[src/rtl/adder_arbiter.sv]
// Two-requester adder that time-shares one 4-bit adder stage, one nibble per cycle,
// with round-robin arbitration between requesters and a valid/ready result port.
module adder_arbiter #(
    parameter int NIBBLES = 4,
    localparam int W = 4 * NIBBLES
) (
    input  logic         clk,
    input  logic         rst,
    input  logic         req0_valid,
    output logic         req0_ready,
    input  logic [W-1:0] req0_a,
    input  logic [W-1:0] req0_b,
    input  logic         req0_cin,
    input  logic         req1_valid,
    output logic         req1_ready,
    input  logic [W-1:0] req1_a,
    input  logic [W-1:0] req1_b,
    input  logic         req1_cin,
    output logic         rsp_valid,
    input  logic         rsp_ready,
    output logic         rsp_id,
    output logic [W-1:0] rsp_sum,
    output logic         rsp_cout,
    output logic         busy
);

    localparam int IDX_W = (NIBBLES > 1) ? $clog2(NIBBLES) : 1;
    localparam logic [IDX_W-1:0] LAST_IDX = IDX_W'(NIBBLES - 1);

    typedef enum logic [1:0] {
        IDLE = 2'd0,
        CALC = 2'd1,
        DONE = 2'd2
    } state_t;

    state_t           state_r;
    state_t           state_next_s;
    logic             grant_id_s;
    logic             accept_s;
    logic             last_r;
    logic             id_r;
    logic             carry_r;
    logic [IDX_W-1:0] idx_r;
    logic [W-1:0]     a_r;
    logic [W-1:0]     b_r;
    logic [W-1:0]     sum_r;
    logic [W-1:0]     a_shift_s;
    logic [W-1:0]     b_shift_s;
    logic [4:0]       nib_sum_s;

    // Round-robin grant: on a tie the requester not served last wins.
    always_comb begin
        if (req0_valid && req1_valid) begin
            grant_id_s = ~last_r;
        end else if (req1_valid) begin
            grant_id_s = 1'b1;
        end else begin
            grant_id_s = 1'b0;
        end
        accept_s = (state_r == IDLE) && (req0_valid || req1_valid);
    end

    // Shared nibble adder fed by the nibble selected by idx_r.
    always_comb begin
        a_shift_s = a_r >> {idx_r, 2'b00};
        b_shift_s = b_r >> {idx_r, 2'b00};
        nib_sum_s = {1'b0, a_shift_s[3:0]} + {1'b0, b_shift_s[3:0]} + {4'b0000, carry_r};
    end

    // State register.
    always_ff @(posedge clk) begin
        if (rst) begin
            state_r <= IDLE;
        end else begin
            state_r <= state_next_s;
        end
    end

    // Next-state logic.
    always_comb begin
        state_next_s = state_r;
        case (state_r)
            IDLE: begin
                if (accept_s) begin
                    state_next_s = CALC;
                end else begin
                    state_next_s = IDLE;
                end
            end
            CALC: begin
                if (idx_r == LAST_IDX) begin
                    state_next_s = DONE;
                end else begin
                    state_next_s = CALC;
                end
            end
            DONE: begin
                if (rsp_ready) begin
                    state_next_s = IDLE;
                end else begin
                    state_next_s = DONE;
                end
            end
            default: state_next_s = IDLE;
        endcase
    end

    // Output decode; readies are combinational so a grant completes in the same cycle.
    always_comb begin
        req0_ready = 1'b0;
        req1_ready = 1'b0;
        rsp_valid  = 1'b0;
        busy       = 1'b1;
        case (state_r)
            IDLE: begin
                req0_ready = req0_valid && !grant_id_s;
                req1_ready = req1_valid && grant_id_s;
                busy       = 1'b0;
            end
            CALC: begin
                busy = 1'b1;
            end
            DONE: begin
                rsp_valid = 1'b1;
            end
            default: begin
                busy = 1'b1;
            end
        endcase
    end

    // Operand capture, nibble-serial accumulation and last-grant tracking.
    always_ff @(posedge clk) begin
        if (rst) begin
            last_r  <= 1'b1;
            id_r    <= 1'b0;
            carry_r <= 1'b0;
            idx_r   <= {IDX_W{1'b0}};
            a_r     <= {W{1'b0}};
            b_r     <= {W{1'b0}};
            sum_r   <= {W{1'b0}};
        end else begin
            case (state_r)
                IDLE: begin
                    if (accept_s) begin
                        id_r    <= grant_id_s;
                        a_r     <= grant_id_s ? req1_a : req0_a;
                        b_r     <= grant_id_s ? req1_b : req0_b;
                        carry_r <= grant_id_s ? req1_cin : req0_cin;
                        idx_r   <= {IDX_W{1'b0}};
                        sum_r   <= {W{1'b0}};
                    end
                end
                CALC: begin
                    sum_r[{idx_r, 2'b00} +: 4] <= nib_sum_s[3:0];
                    carry_r                    <= nib_sum_s[4];
                    idx_r                      <= idx_r + IDX_W'(1);
                end
                DONE: begin
                    if (rsp_ready) begin
                        last_r <= id_r;
                    end
                end
                default: begin
                    idx_r <= {IDX_W{1'b0}};
                end
            endcase
        end
    end

    assign rsp_id   = id_r;
    assign rsp_sum  = sum_r;
    assign rsp_cout = carry_r;

endmodule

[config.mk]
export PLATFORM = sky130hd
export DESIGN_NAME = adder_arbiter
export DESIGN_NICKNAME = d
export VERILOG_FILES = /design/src/rtl/adder_arbiter.sv
export SDC_FILE = /design/constraint.sdc
export NUM_CORES = 1
export LEC_CHECK = 0
export CORE_ASPECT_RATIO = 1.2
export CORE_MARGIN = 4
export CORE_UTILIZATION = 40
export CTS_CLUSTER_DIAMETER = 120
export DETAILED_ROUTE_END_ITERATION = 10
export MAX_ROUTING_LAYER = met4
export PLACE_DENSITY = 0.75
export SLEW_MARGIN = 10
export SYNTH_ARGS = -nofsm -noshare
export SYNTH_HDL_FRONTEND = slang
export SYNTH_SLANG_ARGS = --single-unit
[constraint.sdc]
create_clock -name clk -period 3.2 [get_ports clk]
set_input_delay 0.64 -clock clk [delete_from_list [all_inputs] [get_ports clk]]
set_output_delay 0.64 -clock clk [all_outputs]
set_load 0.02 [all_outputs]
Yosys cells after proc, flatten, opt, wreduce, memory -nomap -nowiden
Index checks and enable logic that the tools add are counted.
- bits of input ports: 71
- logic and storage cells: 54
- register bits after elaboration: 55
- multiplexer cells: 20
- bitwise operators: 2
- reduce and logical (&&, ||, !) cells: 12
- eq/ne operators: 4
- add/sub/neg operators: 4
- shift-type cells: 4
- operators with widths (cell ; number):
    $mux W16 ; 3
    $pmux W16 S2 ; 1
    $shr A16 B4 Y4 ; 2
    $bwmux W16 ; 1
    $shift A4 B6 Y16 const A ; 1
    $shiftx A4 B6 Y16 ; 1
    $pmux W2 S3 ; 2
    $mux W1 ; 9
    $reduce_and A2 Y1 ; 4
    $mux W2 ; 3
    $neg A4 Y6 ; 1
    $add A4 B4 Y5 ; 1
    $add A5 B1 Y5 ; 1
    $eq A2 B2 Y1 const B ; 2
    $logic_and A1 B1 Y1 ; 4
    $add A2 B1 Y2 const B ; 1
    $eq A2 B1 Y1 const B ; 1
    $logic_not A2 Y1 ; 1
    $ne A2 B2 Y1 const B ; 1
    $not A1 Y1 ; 2
    $pmux W1 S2 ; 1
    $reduce_bool A2 Y1 ; 1
    $logic_not A1 Y1 ; 1
    $logic_or A1 B1 Y1 ; 1

Logic depth before layout (Yosys ltp)
Gate-level depths: netlist (run 1).
- depth after elaboration: 6
- gate-level depth with buffers: 8

Worst setup path before layout (run 1)
Ideal clock, no wire load.
- path type: register -> register
- start point: reg idx_r[0]
- end point: reg sum_r[14] (netlist: rsp_sum[14])
- clock period less this slack: 2.653 ns
- cell stages (with the launch flop): 8
- required time: 3.083 ns
- path slack: 0.547 ns
- setup time: 0.117 ns
- arrival time: 2.536 ns
- buffers on the path: 1
- path through: dfxtp_1 buf_2 mux4_2 fa_1 fa_1 xnor2_1 nor2_1 a32o_1
- longest elaborated chain between the ends: 6
- ends and longest elaborated chain (element ; line ; text):
    from (decl) ; 43 ; logic [IDX_W-1:0] idx_r;
    from (signal assigned) ; 138 ; idx_r <= {IDX_W{1'b0}};
    from (signal assigned) ; 150 ; idx_r <= {IDX_W{1'b0}};
    from (signal assigned) ; 157 ; idx_r <= idx_r + IDX_W'(1);
    $shr A16 B4 Y4, on equally long branches ; 65, 66 ;
    $add A4 B4 Y5 ; 67 ; nib_sum_s = {1'b0, a_shift_s[3:0]} + {1'b0, b_shift_s[3:0]} + {4'b0000, carry_r};
    $add A5 B1 Y5 ; 67 ;
    $shiftx A4 B6 Y16 ; 155 ; sum_r[{idx_r, 2'b00} +: 4] <= nib_sum_s[3:0];
    $bwmux W16 * ; 155 ;
    $pmux W16 S2 * ; 143 ; case (state_r)
    to (signal assigned) ; 141 ; sum_r <= {W{1'b0}};
    to (signal assigned) ; 151 ; sum_r <= {W{1'b0}};
    to (signal, indexed assignment) ; 155 ;
    to (decl) ; 46 ; logic [W-1:0] sum_r;
Mark *: on every way between the ends. The rest lies on a longest branch, timed or not.
A chain may end at the register's enable or synchronous reset.

Worst setup path in the final report (run 1)
- start point: in req0_valid
- end point: out req0_ready
- longest elaborated chain between the ends: 5
- ends and longest elaborated chain (element ; line ; text):
    from (decl) ; 9 ; input logic req0_valid,
    $logic_and A1 B1 Y1 ; 53 ; if (req0_valid && req1_valid) begin
    $mux W1 ; 53 ;
    $logic_not A1 Y1 ; 116 ; req0_ready = req0_valid && !grant_id_s;
    $logic_and A1 B1 Y1 * ; 116 ;
    $mux W1 * ; 114 ; case (state_r)
    to (decl) ; 10 ; output logic req0_ready,
Marks and branches as above.

==> metrics.cfg, run 1 <==
[sta]
final.period_utilization_pct = 88.6
tightest_pin_transition_ns = 0.650
max_clock_freq_mhz = 353
rsz0062_at_grt = false
setup_viol = 0
final_max_slew_viol_count = 0
final-hold-violation-count = 0
setup-tns-final_ns = 0
worst_hold_slack_ns = 0.473
timing.final.crit_period_ns = 2.84
worst_clock_skew_ns = 0.0117
max_slew_margin_pct = 56.6

[floorplanning]
die-height_um = 101
initial_utilization_pct = 41.4
floorplan.die_area_mm2 = 0.00856
floorplan.core_area_mm2 = 0.00690
pin_count = 93
placementRows = 33
die_w_um = 85.1

[synthesis]
syn-mean-instance-area_um2 = 9.33
synth_area_mm2 = 0.00286
ys_dominant_reg_cell = sky130_fd_sc_hd__dfxtp_1
ys_seq_area_share_pct = 38.6
synth_common_cells = 74 x sky130_fd_sc_hd__nand2_1, 55 x sky130_fd_sc_hd__dfxtp_1, 42 x sky130_fd_sc_hd__nor2_1
synth_async_reset_ratio_pct = 0
synth-seq-cells = 55
synth.most_common_cell = sky130_fd_sc_hd__nand2_1
synth.net_count = 386
total_of_warnings_raised_by_yosys = 0
yosys-top-cells-area = sky130_fd_sc_hd__dfxtp_1 39%, sky130_fd_sc_hd__a311oi_2 11%, sky130_fd_sc_hd__nand2_1 9.7%
post_synthesis_cell_type_count = 38
yosys.area.top_type = sky130_fd_sc_hd__dfxtp_1
synthesis.instances = 306
edff_count_synth = 0
share_of_the_synthesized_area_in_the_top_cell_type_pct = 38.6

[global_routing]
grt_use_total_pct = 16.4
wire_length_of_the_first_global_routing_pass_um = 11200
antenna_found_initial = 0
grt_pass1_vias = 2454
grt_max_degree = 66
grt-ovfl-total = 0

[clock_network]
cts_max_level = 2
hold_fix_buffers_cts = 0
clk_transition_reported_paths_ns = 0.10
clock_latency_on_the_worst_skew_pair_ns = 0.31
cts.sinks = 55
cts.root.buffer_cell = sky130_fd_sc_hd__clkbuf_8
cts_buffers = 5
cts-root-to-sink-buffers = 2
post_cts_resize_count = 0
tritoncts = yes
post_cts_buffers = 0

[power_and_ir_drop]
max-vdd-ir-drop_uv = 227
p_leak_nw = 1.43
post-layout-total-power_w = 0.00152
powerDensity_mw_per_mm2 = 391

[placement]
finalWeightedCongestion = 0.842
number_of_port_buffers = 92
place.detailed.instances = 469
hpwlAfterDp_um = 5440

[hold_path]
min-delay-path-class = reg -> reg

[route]
detailroute.via_count = 2496
route.final.wire_length_um = 6930
detail_route.vias_per_cell = 5.23
detailedRoute.firstIterationViolations = 64
detailedRoute.firstPassIterationCount = 4
drt.antenna.violating_nets = 0
drc = 0
avgRoutedWirePerCell_um = 14.5

[layout]
fin_nets = 469
drive_gt1_share_pct = 13.8
antenna_diode_count = 0
fin_util_pct = 56.4
area_grow_syn2layout_pct = 36.3
finish.cell_count_without_fillers = 477

[flow_run]
max_cap_violations = 0

[setup_path]
critical_path.cell_chain = clkdlybuf4s50_1 -> nand2_1 -> nand2_2 -> and3_1 -> clkdlybuf4s50_1
setup.worst_path.end_class = primary output
critical_path.top_delay_family = buffers and inverters
cp_num_buf_inv = 2
critPathMostFrequentCell = sky130_fd_sc_hd__clkdlybuf4s50_1
r2r_slack_ns = 0.54
worstPathMaxFanout = 7
worst_ep_arrival_time_ns = 2.20
worst_path_largest_cell_delay_ns = 0.61
critical_path_class = in -> out
worstSetupStartpointType = primary input
cp.required_ns = 2.56
critical-path-slowest-cell = sky130_fd_sc_hd__clkdlybuf4s50_1

[status]
outcome = complete, no violations

## cells by family after synthesis
kind of cell,synth area share [%]
buffers and inverters,5.57
AND/OR/NAND/NOR,20.0
adder cells (fa/ha/maj),4.47
XOR/XNOR,0.614
multiplexers,6.31
flip-flops,38.6
AO/OA/AOI/OAI,24.5
## routing by layer
| metal | track usage, % | wire, um |
|---|---|---|
| met5 | - | 0 |
| met4 | 3.65 | 72 |
| met3 | 2.94 | 391 |
| met2 | 29.2 | 3500 |
| met1 | 19.1 | 2960 |
## cells in the final DEF, fill, tap and decap left out, types with 2 or more instances in the layout
master and instances:
sky130_fd_sc_hd__nor2b_1 4, sky130_fd_sc_hd__inv_1 5, sky130_fd_sc_hd__fa_1 2, sky130_fd_sc_hd__nand2b_1 6, sky130_fd_sc_hd__nand3_1 2, sky130_fd_sc_hd__a21oi_1 3, sky130_fd_sc_hd__a32o_1 9, sky130_fd_sc_hd__clkdlybuf4s50_1 91
sky130_fd_sc_hd__o2bb2ai_1 6, sky130_fd_sc_hd__a22oi_1 2, sky130_fd_sc_hd__clkbuf_8 5, sky130_fd_sc_hd__a311oi_2 20, sky130_fd_sc_hd__o21ai_0 2, sky130_fd_sc_hd__a21oi_2 5, sky130_fd_sc_hd__nor2_1 42, sky130_fd_sc_hd__a311oi_1 12
sky130_fd_sc_hd__mux4_2 8, sky130_fd_sc_hd__buf_4 5, sky130_fd_sc_hd__xnor2_1 2, sky130_fd_sc_hd__ha_1 7, sky130_fd_sc_hd__clkinvlp_4 2, sky130_fd_sc_hd__nor3_1 3, sky130_fd_sc_hd__dfxtp_1 55, sky130_fd_sc_hd__nand2_1 74
## through the flow
step           area [um^2]  setup slack, ns
2_1_floorplan         2860            0.547
3_3_place_gp          3800            0.424
3_5_place_dp          3800            0.373
4_1_cts               3890            0.367
5_1_grt               3890            0.312
6_report              3890            0.364
## worst paths after layout
kind | startpoint | to | depth (start not counted)
worst min-delay path | rsp_sum[8]$_SDFFE_PP0P_ | rsp_sum[8]$_SDFFE_PP0P_ | 1
worst max-delay path | req0_valid | req0_ready | 5
worst min register to register | rsp_sum[8]$_SDFFE_PP0P_ | rsp_sum[8]$_SDFFE_PP0P_ | 1
worst max register to register | idx_r[0]$_SDFFE_PP0P_ | rsp_sum[14]$_SDFFE_PP0P_ | 6
## area by class of cell
cell class              instances  area [um^2]
clock buffers                   5         68.8
clock inverters                 3         20.0
fillers                       647         3000
inverters                       6         22.5
multi-input cells             223         1600
flip-flops and latches         55         1100
well taps                      87          109
repair buffers                 98          973
## registers in the layout, summed over array words and instances, names as in the netlist
signal,cells
a_r,16
b_r,16
idx_r,2
last_r,1
rsp_cout,1
rsp_id,1
rsp_sum,16
state_r,2
## worst reg2reg max path, cell delays in order, from the launching register on
cell and delay, ns:
sky130_fd_sc_hd__dfxtp_1 0.57, sky130_fd_sc_hd__mux4_2 0.58, sky130_fd_sc_hd__fa_1 0.45, sky130_fd_sc_hd__fa_1 0.42
sky130_fd_sc_hd__xnor2_1 0.16, sky130_fd_sc_hd__nor2_1 0.10, sky130_fd_sc_hd__a32o_1 0.29
## power by group
part | internal (W) | leakage [nW] | switching (W)
registers | 0.000729 | 0.452 | 0.0000296
logic | 0.000198 | 0.933 | 0.000182
clock network | 0.000153 | 0.0402 | 0.000231
Power figures use the tool's default switching activity.
==> inputs of run 2 (changes only) <==
==> constraint.sdc (replaced) <==
create_clock -name clk -period 3.2 [get_ports clk]
set_input_delay 0.32 -clock clk [delete_from_list [all_inputs] [get_ports clk]]
set_output_delay 0.32 -clock clk [all_outputs]
set_load 0.02 [all_outputs]
==> metrics.cfg, run 2 (synthesis results as in run 1) <==
[global_routing]
antenna_found_initial = 0  ; unchanged
grt-ovfl-total = 0  ; unchanged
grt_pass1_vias = 2432  ; -0.90%
wire_length_of_the_first_global_routing_pass_um = 11600  ; +3.9%
grt_max_degree = 66  ; unchanged
grt_use_total_pct = 16.9  ; +0.58 points

[layout]
antenna_diode_count = 0  ; unchanged
filler_cell_count = 599  ; -7.4%
most_common_cell_after_layout_fill_and_taps_aside = sky130_fd_sc_hd__clkdlybuf4s50_1
drive_gt1_share_pct = 13.6  ; -0.22 points
fin_nets = 468  ; -0.21%
commonest_non_fill_non_tap_cells_in_the_layout = 91 x sky130_fd_sc_hd__clkdlybuf4s50_1, 74 x sky130_fd_sc_hd__nand2_1, 55 x sky130_fd_sc_hd__dfxtp_1
area_grow_syn2layout_pct = 36.9
fin_util_pct = 56.7  ; +0.24 points

[sta]
setup-tns-final_ns = 0  ; unchanged
final-hold-violation-count = 0  ; unchanged
max_slew_margin_pct = 53.6  ; -2.9 points
worst_clock_skew_ns = 0.00982  ; -0.00190 ns
final.period_utilization_pct = 83.0  ; -5.6 points
max_clock_freq_mhz = 376  ; +6.7%
tightest_pin_transition_ns = 0.694  ; +0.0440 ns
timing.final.crit_period_ns = 2.66  ; -0.179 ns
setup_viol = 0  ; unchanged
final_max_slew_viol_count = 0  ; unchanged
rsz0062_at_grt = false

[status]
outcome = complete, no violations

[setup_path]
worst_ep_arrival_time_ns = 2.87  ; +0.67 ns
worstSetupStartpointType = flop
cp.required_ns = 3.41  ; +0.85 ns
rr_worst_depth = 6  ; unchanged
worstPathMaxFanout = 7  ; unchanged
r2r_slack_ns = 0.54  ; about the same
reg2reg_from = idx_r[0]$_SDFFE_PP0P_
setup.worst_path.end_class = flop
critical_path.reg2reg.endpoint = rsp_sum[14]$_SDFFE_PP0P_
critical_path_class = reg -> reg

[clock_network]
clk_transition_reported_paths_ns = 0.10  ; about the same
cts-root-to-sink-buffers = 2  ; unchanged
cts.root.buffer_cell = sky130_fd_sc_hd__clkbuf_8
cts.sinks = 55  ; unchanged
post_cts_resize_count = 0  ; unchanged
post_cts_buffers = 0  ; unchanged
cts_buffers = 5  ; unchanged
hold_fix_buffers_cts = 0  ; unchanged
cts_max_level = 2  ; unchanged
tritoncts = yes
clock_latency_on_the_worst_skew_pair_ns = 0.31  ; about the same

[hold_path]
worst_hold_path.endpoint = rsp_sum[0]$_SDFFE_PP0P_
worst_hold_startpoint = rsp_sum[0]$_SDFFE_PP0P_
min_delay_path_depth = 1  ; unchanged
min-delay-path-class = reg -> reg

[floorplanning]
die_w_um = 85.1  ; unchanged
die-height_um = 101  ; unchanged
floorplan.core_area_mm2 = 0.00690  ; unchanged
initial_utilization_pct = 41.4  ; unchanged
placementRows = 33  ; unchanged
floorplan.die_area_mm2 = 0.00856  ; unchanged
pin_count = 93  ; unchanged

[power_and_ir_drop]
powerDensity_mw_per_mm2 = 410  ; +4.7%
post-layout-total-power_w = 0.00160  ; +5.1%
sw_share_pct = 27.6  ; -1.5 points
clock_power_share_pct = 28.7  ; +3.5 points
max-vdd-ir-drop_uv = 174  ; -23%
pwr-share-seq_pct = 47.6  ; -2.2 points
netSwitchingPower_w = 0.000441  ; -0.41%
p_leak_nw = 1.44  ; +0.88%
combPwrFrac_pct = 23.8  ; -1.2 points
power_report.internal_total_w = 0.00116  ; +7.4%

[route]
detail_route.vias_per_cell = 5.38  ; +2.9%
route.final.wire_length_um = 7130  ; +3.0%
detailedRoute.firstPassIterationCount = 4  ; unchanged
detailroute.via_count = 2562  ; +2.6%
drc = 0  ; unchanged
detailedRoute.firstIterationViolations = 118  ; +84%
drt.antenna.violating_nets = 0  ; unchanged
avgRoutedWirePerCell_um = 15.0  ; +3.2%

[flow_run]
max_cap_violations = 0  ; unchanged

[placement]
finalWeightedCongestion = 0.861  ; +2.2%
hpwlAfterDp_um = 5550  ; +2.2%
number_of_port_buffers = 92  ; unchanged

## run 2: worst max path at each step
stage / startpoint / to / slack [ns] / cells past startpoint
CTS: idx_r[0]$_SDFFE_PP0P_ / rsp_sum[14]$_SDFFE_PP0P_ / 0.52 / 6
finish: idx_r[0]$_SDFFE_PP0P_ / rsp_sum[14]$_SDFFE_PP0P_ / 0.54 / 6
global placement: idx_r[0]$_SDFFE_PP0P_ / rsp_sum[14]$_SDFFE_PP0P_ / 0.59 / 6
global route: idx_r[0]$_SDFFE_PP0P_ / rsp_sum[10]$_SDFFE_PP0P_ / 0.37 / 6
floorplan: idx_r[0]$_SDFFE_PP0P_ / rsp_sum[14]$_SDFFE_PP0P_ / 0.55 / 7
detailed placement: idx_r[0]$_SDFFE_PP0P_ / rsp_sum[14]$_SDFFE_PP0P_ / 0.53 / 6
## run 2: metrics by stage
stage          setup slack (ns)  cells  hold WS (ns)  cell area, um^2
2_1_floorplan             0.547    306         0.473             2860
3_5_place_dp              0.527    468         0.452             3790
6_report                  0.543    476         0.476             3910
3_3_place_gp              0.586    468         0.449             3790
5_1_grt                   0.368    476         0.487             3910
4_1_cts                   0.525    476         0.479             3910
## run 2: power groups by stage
stage | clock, W | combinational [W] | sequential [W]
floorplan | 0 | 0.000239 | 0.000769
global placement | 0 | 0.000374 | 0.000777
detailed placement | 0 | 0.000382 | 0.000778
CTS | 0.000466 | 0.000383 | 0.000762
global route | 0.000492 | 0.000416 | 0.000769
finish | 0.000459 | 0.000380 | 0.000761
## run 2: cell type report
type                            count  area (um^2)  share of cell area, %
Clock inverter                      3         43.8                   1.12
Sequential cell                    55         1100                   28.2
Timing Repair Buffer               97          966                   24.7
Clock buffer                        5         68.8                   1.76
Multi-Input combinational cell    223         1600                   40.9
Inverter                            6         22.5                  0.576
Tap cell                           87          109                   2.79
## run 2: routing by layer
| layer | wire length [um] | part of all wire, % | track usage (%) |
|---|---|---|---|
| met5 | 0 | 0 | - |
| met2 | 3520 | 49 | 28.2 |
| met1 | 3170 | 44 | 21.7 |
| met4 | 106 | 1.5 | 4.02 |
| met3 | 342 | 4.8 | 2.53 |
## run 2: worst max-delay path, cell delays in order, from the launching register on
cell	delay, ns
sky130_fd_sc_hd__dfxtp_1	0.55
sky130_fd_sc_hd__mux4_2	0.58
sky130_fd_sc_hd__fa_1	0.45
sky130_fd_sc_hd__fa_1	0.42
sky130_fd_sc_hd__xnor2_1	0.15
sky130_fd_sc_hd__nor2_1	0.11
sky130_fd_sc_hd__a32o_1	0.31
==> inputs of run 3 (changes only) <==
--- a/config.mk
+++ b/config.mk
@@ -11,7 +11,7 @@
 export CTS_CLUSTER_DIAMETER = 120
 export DETAILED_ROUTE_END_ITERATION = 10
 export MAX_ROUTING_LAYER = met4
-export PLACE_DENSITY = 0.75
+export PLACE_DENSITY = 0.78
 export SLEW_MARGIN = 10
 export SYNTH_ARGS = -nofsm -noshare
 export SYNTH_HDL_FRONTEND = slang
==> constraint.sdc (replaced) <==
create_clock -name clk -period 2.4 [get_ports clk]
set_input_delay 0.24 -clock clk [delete_from_list [all_inputs] [get_ports clk]]
set_output_delay 0.24 -clock clk [all_outputs]
set_load 0.02 [all_outputs]
==> metrics.cfg, run 3 (synthesis results as in run 1) <==
[layout]
area_grow_syn2layout_pct = 38.6
antenna_diode_count = 0  ; unchanged
drive_gt1_share_pct = 16.1  ; +2.4 points
most_common_cell_after_layout_fill_and_taps_aside = sky130_fd_sc_hd__clkdlybuf4s50_1
commonest_non_fill_non_tap_cells_in_the_layout = 91 x sky130_fd_sc_hd__clkdlybuf4s50_1, 74 x sky130_fd_sc_hd__nand2_1, 53 x sky130_fd_sc_hd__dfxtp_1
sequential_cell_area_mm2 = 0.00111  ; +0.45%
filler_cell_count = 581  ; -3.0%
fin_nets = 471  ; +0.64%
multiInputGateArea_mm2 = 0.00162  ; +1.2%
post-route-cell-area_mm2 = 0.00396  ; +1.3%

[setup_path]
cp_num_buf_inv = 0  ; unchanged
cp.required_ns = 2.62  ; -0.79 ns
critical-path-slowest-cell = sky130_fd_sc_hd__mux4_2
critical_path.top_delay_family = adder cells
critPathLaunch = idx_r[0]$_SDFFE_PP0P_
worst_path_largest_cell_delay_ns = 0.53  ; -0.05 ns
critical_path.cell_chain = mux4_2 -> fa_2 -> fa_2 -> xnor2_1 -> nor2_2 -> a32o_1
setup.worst_path.end_class = flop
worst_setup_path_endpoint = rsp_sum[14]$_SDFFE_PP0P_
critPathMostFrequentCell = sky130_fd_sc_hd__fa_2
worstSetupStartpointType = flop
worst_ep_arrival_time_ns = 2.51  ; -0.36 ns
number_of_cells_on_the_critical_path = 6  ; unchanged
rr_worst_depth = 6  ; unchanged
r2r_slack_ns = 0.11  ; -0.43 ns
critical_path_class = reg -> reg
reg2reg_from = idx_r[0]$_SDFFE_PP0P_
critical_path.reg2reg.endpoint = rsp_sum[14]$_SDFFE_PP0P_
worstPathMaxFanout = 4  ; -3

[power_and_ir_drop]
max-vdd-ir-drop_uv = 285  ; +63%
powerDensity_mw_per_mm2 = 549  ; +34%
p_leak_nw = 1.46  ; +1.5%

[sta]
setup_viol = 0  ; unchanged
max_clock_freq_mhz = 437  ; +16%
tightest_pin_transition_ns = 0.623  ; -0.0709 ns
max_slew_margin_pct = 58.4  ; +4.7 points
worst_clock_skew_ns = 0.0141  ; +0.00432 ns
final_max_slew_viol_count = 0  ; unchanged
rsz0062_at_grt = false
final-hold-violation-count = 0  ; unchanged
setup-tns-final_ns = 0  ; unchanged
timing.final.crit_period_ns = 2.29  ; -0.367 ns
final.period_utilization_pct = 95.4  ; +12 points

[floorplanning]
floorplan.core_area_mm2 = 0.00690  ; unchanged
floorplan.die_area_mm2 = 0.00856  ; unchanged
pin_count = 93  ; unchanged
die-height_um = 101  ; unchanged
placementRows = 33  ; unchanged
initial_utilization_pct = 41.4  ; unchanged
die_w_um = 85.1  ; unchanged

[clock_network]
cts.sinks = 55  ; unchanged
cts-root-to-sink-buffers = 2  ; unchanged
clock_latency_on_the_worst_skew_pair_ns = 0.32  ; about the same
cts_max_level = 2  ; unchanged
cts.root.buffer_cell = sky130_fd_sc_hd__clkbuf_8
tritoncts = yes
hold_fix_buffers_cts = 0  ; unchanged
clk_transition_reported_paths_ns = 0.11  ; about the same
cts_buffers = 5  ; unchanged

[global_routing]
antenna_found_initial = 0  ; unchanged
grt_pass1_vias = 2567  ; +5.6%
wire_length_of_the_first_global_routing_pass_um = 11800  ; +1.7%
grt_use_total_pct = 17.1  ; +0.16 points
grt_max_degree = 44  ; -33%
grt-ovfl-total = 0  ; unchanged

[route]
avgRoutedWirePerCell_um = 14.6  ; -2.7%
detailedRoute.firstPassIterationCount = 4  ; unchanged
drt.antenna.violating_nets = 0  ; unchanged
detailroute.via_count = 2542  ; -0.78%
detailedRoute.firstIterationViolations = 95  ; -19%
detail_route.vias_per_cell = 5.31  ; -1.4%
drc = 0  ; unchanged
route.final.wire_length_um = 6990  ; -2.1%

[placement]
finalWeightedCongestion = 0.907  ; +5.3%
instance_area_at_placement_mm2 = 0.00382  ; +0.76%
hpwlAfterDp_um = 5510  ; -0.72%
number_of_port_buffers = 92  ; unchanged

[hold_path]
min-delay-path-class = in -> reg
min_delay_path_depth = 2  ; +1
worst_hold_startpoint = rst

[flow_run]
max_cap_violations = 0  ; unchanged

[status]
outcome = complete, no violations

[run 3: how the worst min path moves through the flow]
stage	slack [ns]	endpoint
6_report	0.40	state_r[1]$_SDFF_PP0_
2_1_floorplan	0.40	last_r$_SDFFE_PP1P_
5_1_grt	0.41	state_r[1]$_SDFF_PP0_
4_1_cts	0.39	state_r[1]$_SDFF_PP0_
3_5_place_dp	0.45	rsp_sum[13]$_SDFFE_PP0P_
3_3_place_gp	0.45	rsp_sum[13]$_SDFFE_PP0P_
[run 3: final cells by class]
class                   count  area share, %
multi-input cells         223           40.8
flip-flops and latches     55           27.9
repair buffers            100           25.0
well taps                  87           2.75
clock buffers               5           1.74
clock inverters             3           1.20
inverters                   6          0.569
[run 3: where the power goes]
| group | switching [W] | internal [W] | total (W) |
|---|---|---|---|
| Combinational | 0.000253 | 0.000275 | 0.000528 |
| Clock | 0.000316 | 0.000317 | 0.000632 |
| Sequential | 0.0000396 | 0.000972 | 0.00101 |
[run 3: what timing repair did]
item,4_1_cts,5_1_grt
buffers inserted,0,0
resized for setup,0,5
setup endpoints to repair,0,8
[run 3: stage by stage]
| stage | instances | hold slack, ns | worst slack [ns] | power [W] | util (%) |
|---|---|---|---|---|---|
| 6_report | 479 | 0.397 | 0.110 | 0.00217 | 57.4 |
| 5_1_grt | 479 | 0.414 | 0.00681 | 0.00228 | 57.4 |
| 4_1_cts | 479 | 0.393 | 0.0743 | 0.00218 | 57.1 |
| 3_5_place_dp | 471 | 0.452 | 0.0797 | 0.00155 | 55.5 |
| 3_3_place_gp | 471 | 0.447 | 0.110 | 0.00154 | 55.5 |
| 2_1_floorplan | 306 | 0.395 | 0.0349 | 0.00135 | - |
[run 3: metal layers]
| layer | track usage (%) | routed length (um) |
|---|---|---|
| met4 | 4.87 | 83 |
| met2 | 28.6 | 3440 |
| met3 | 2.86 | 328 |
| met5 | - | 0 |
| met1 | 21.2 | 3140 |
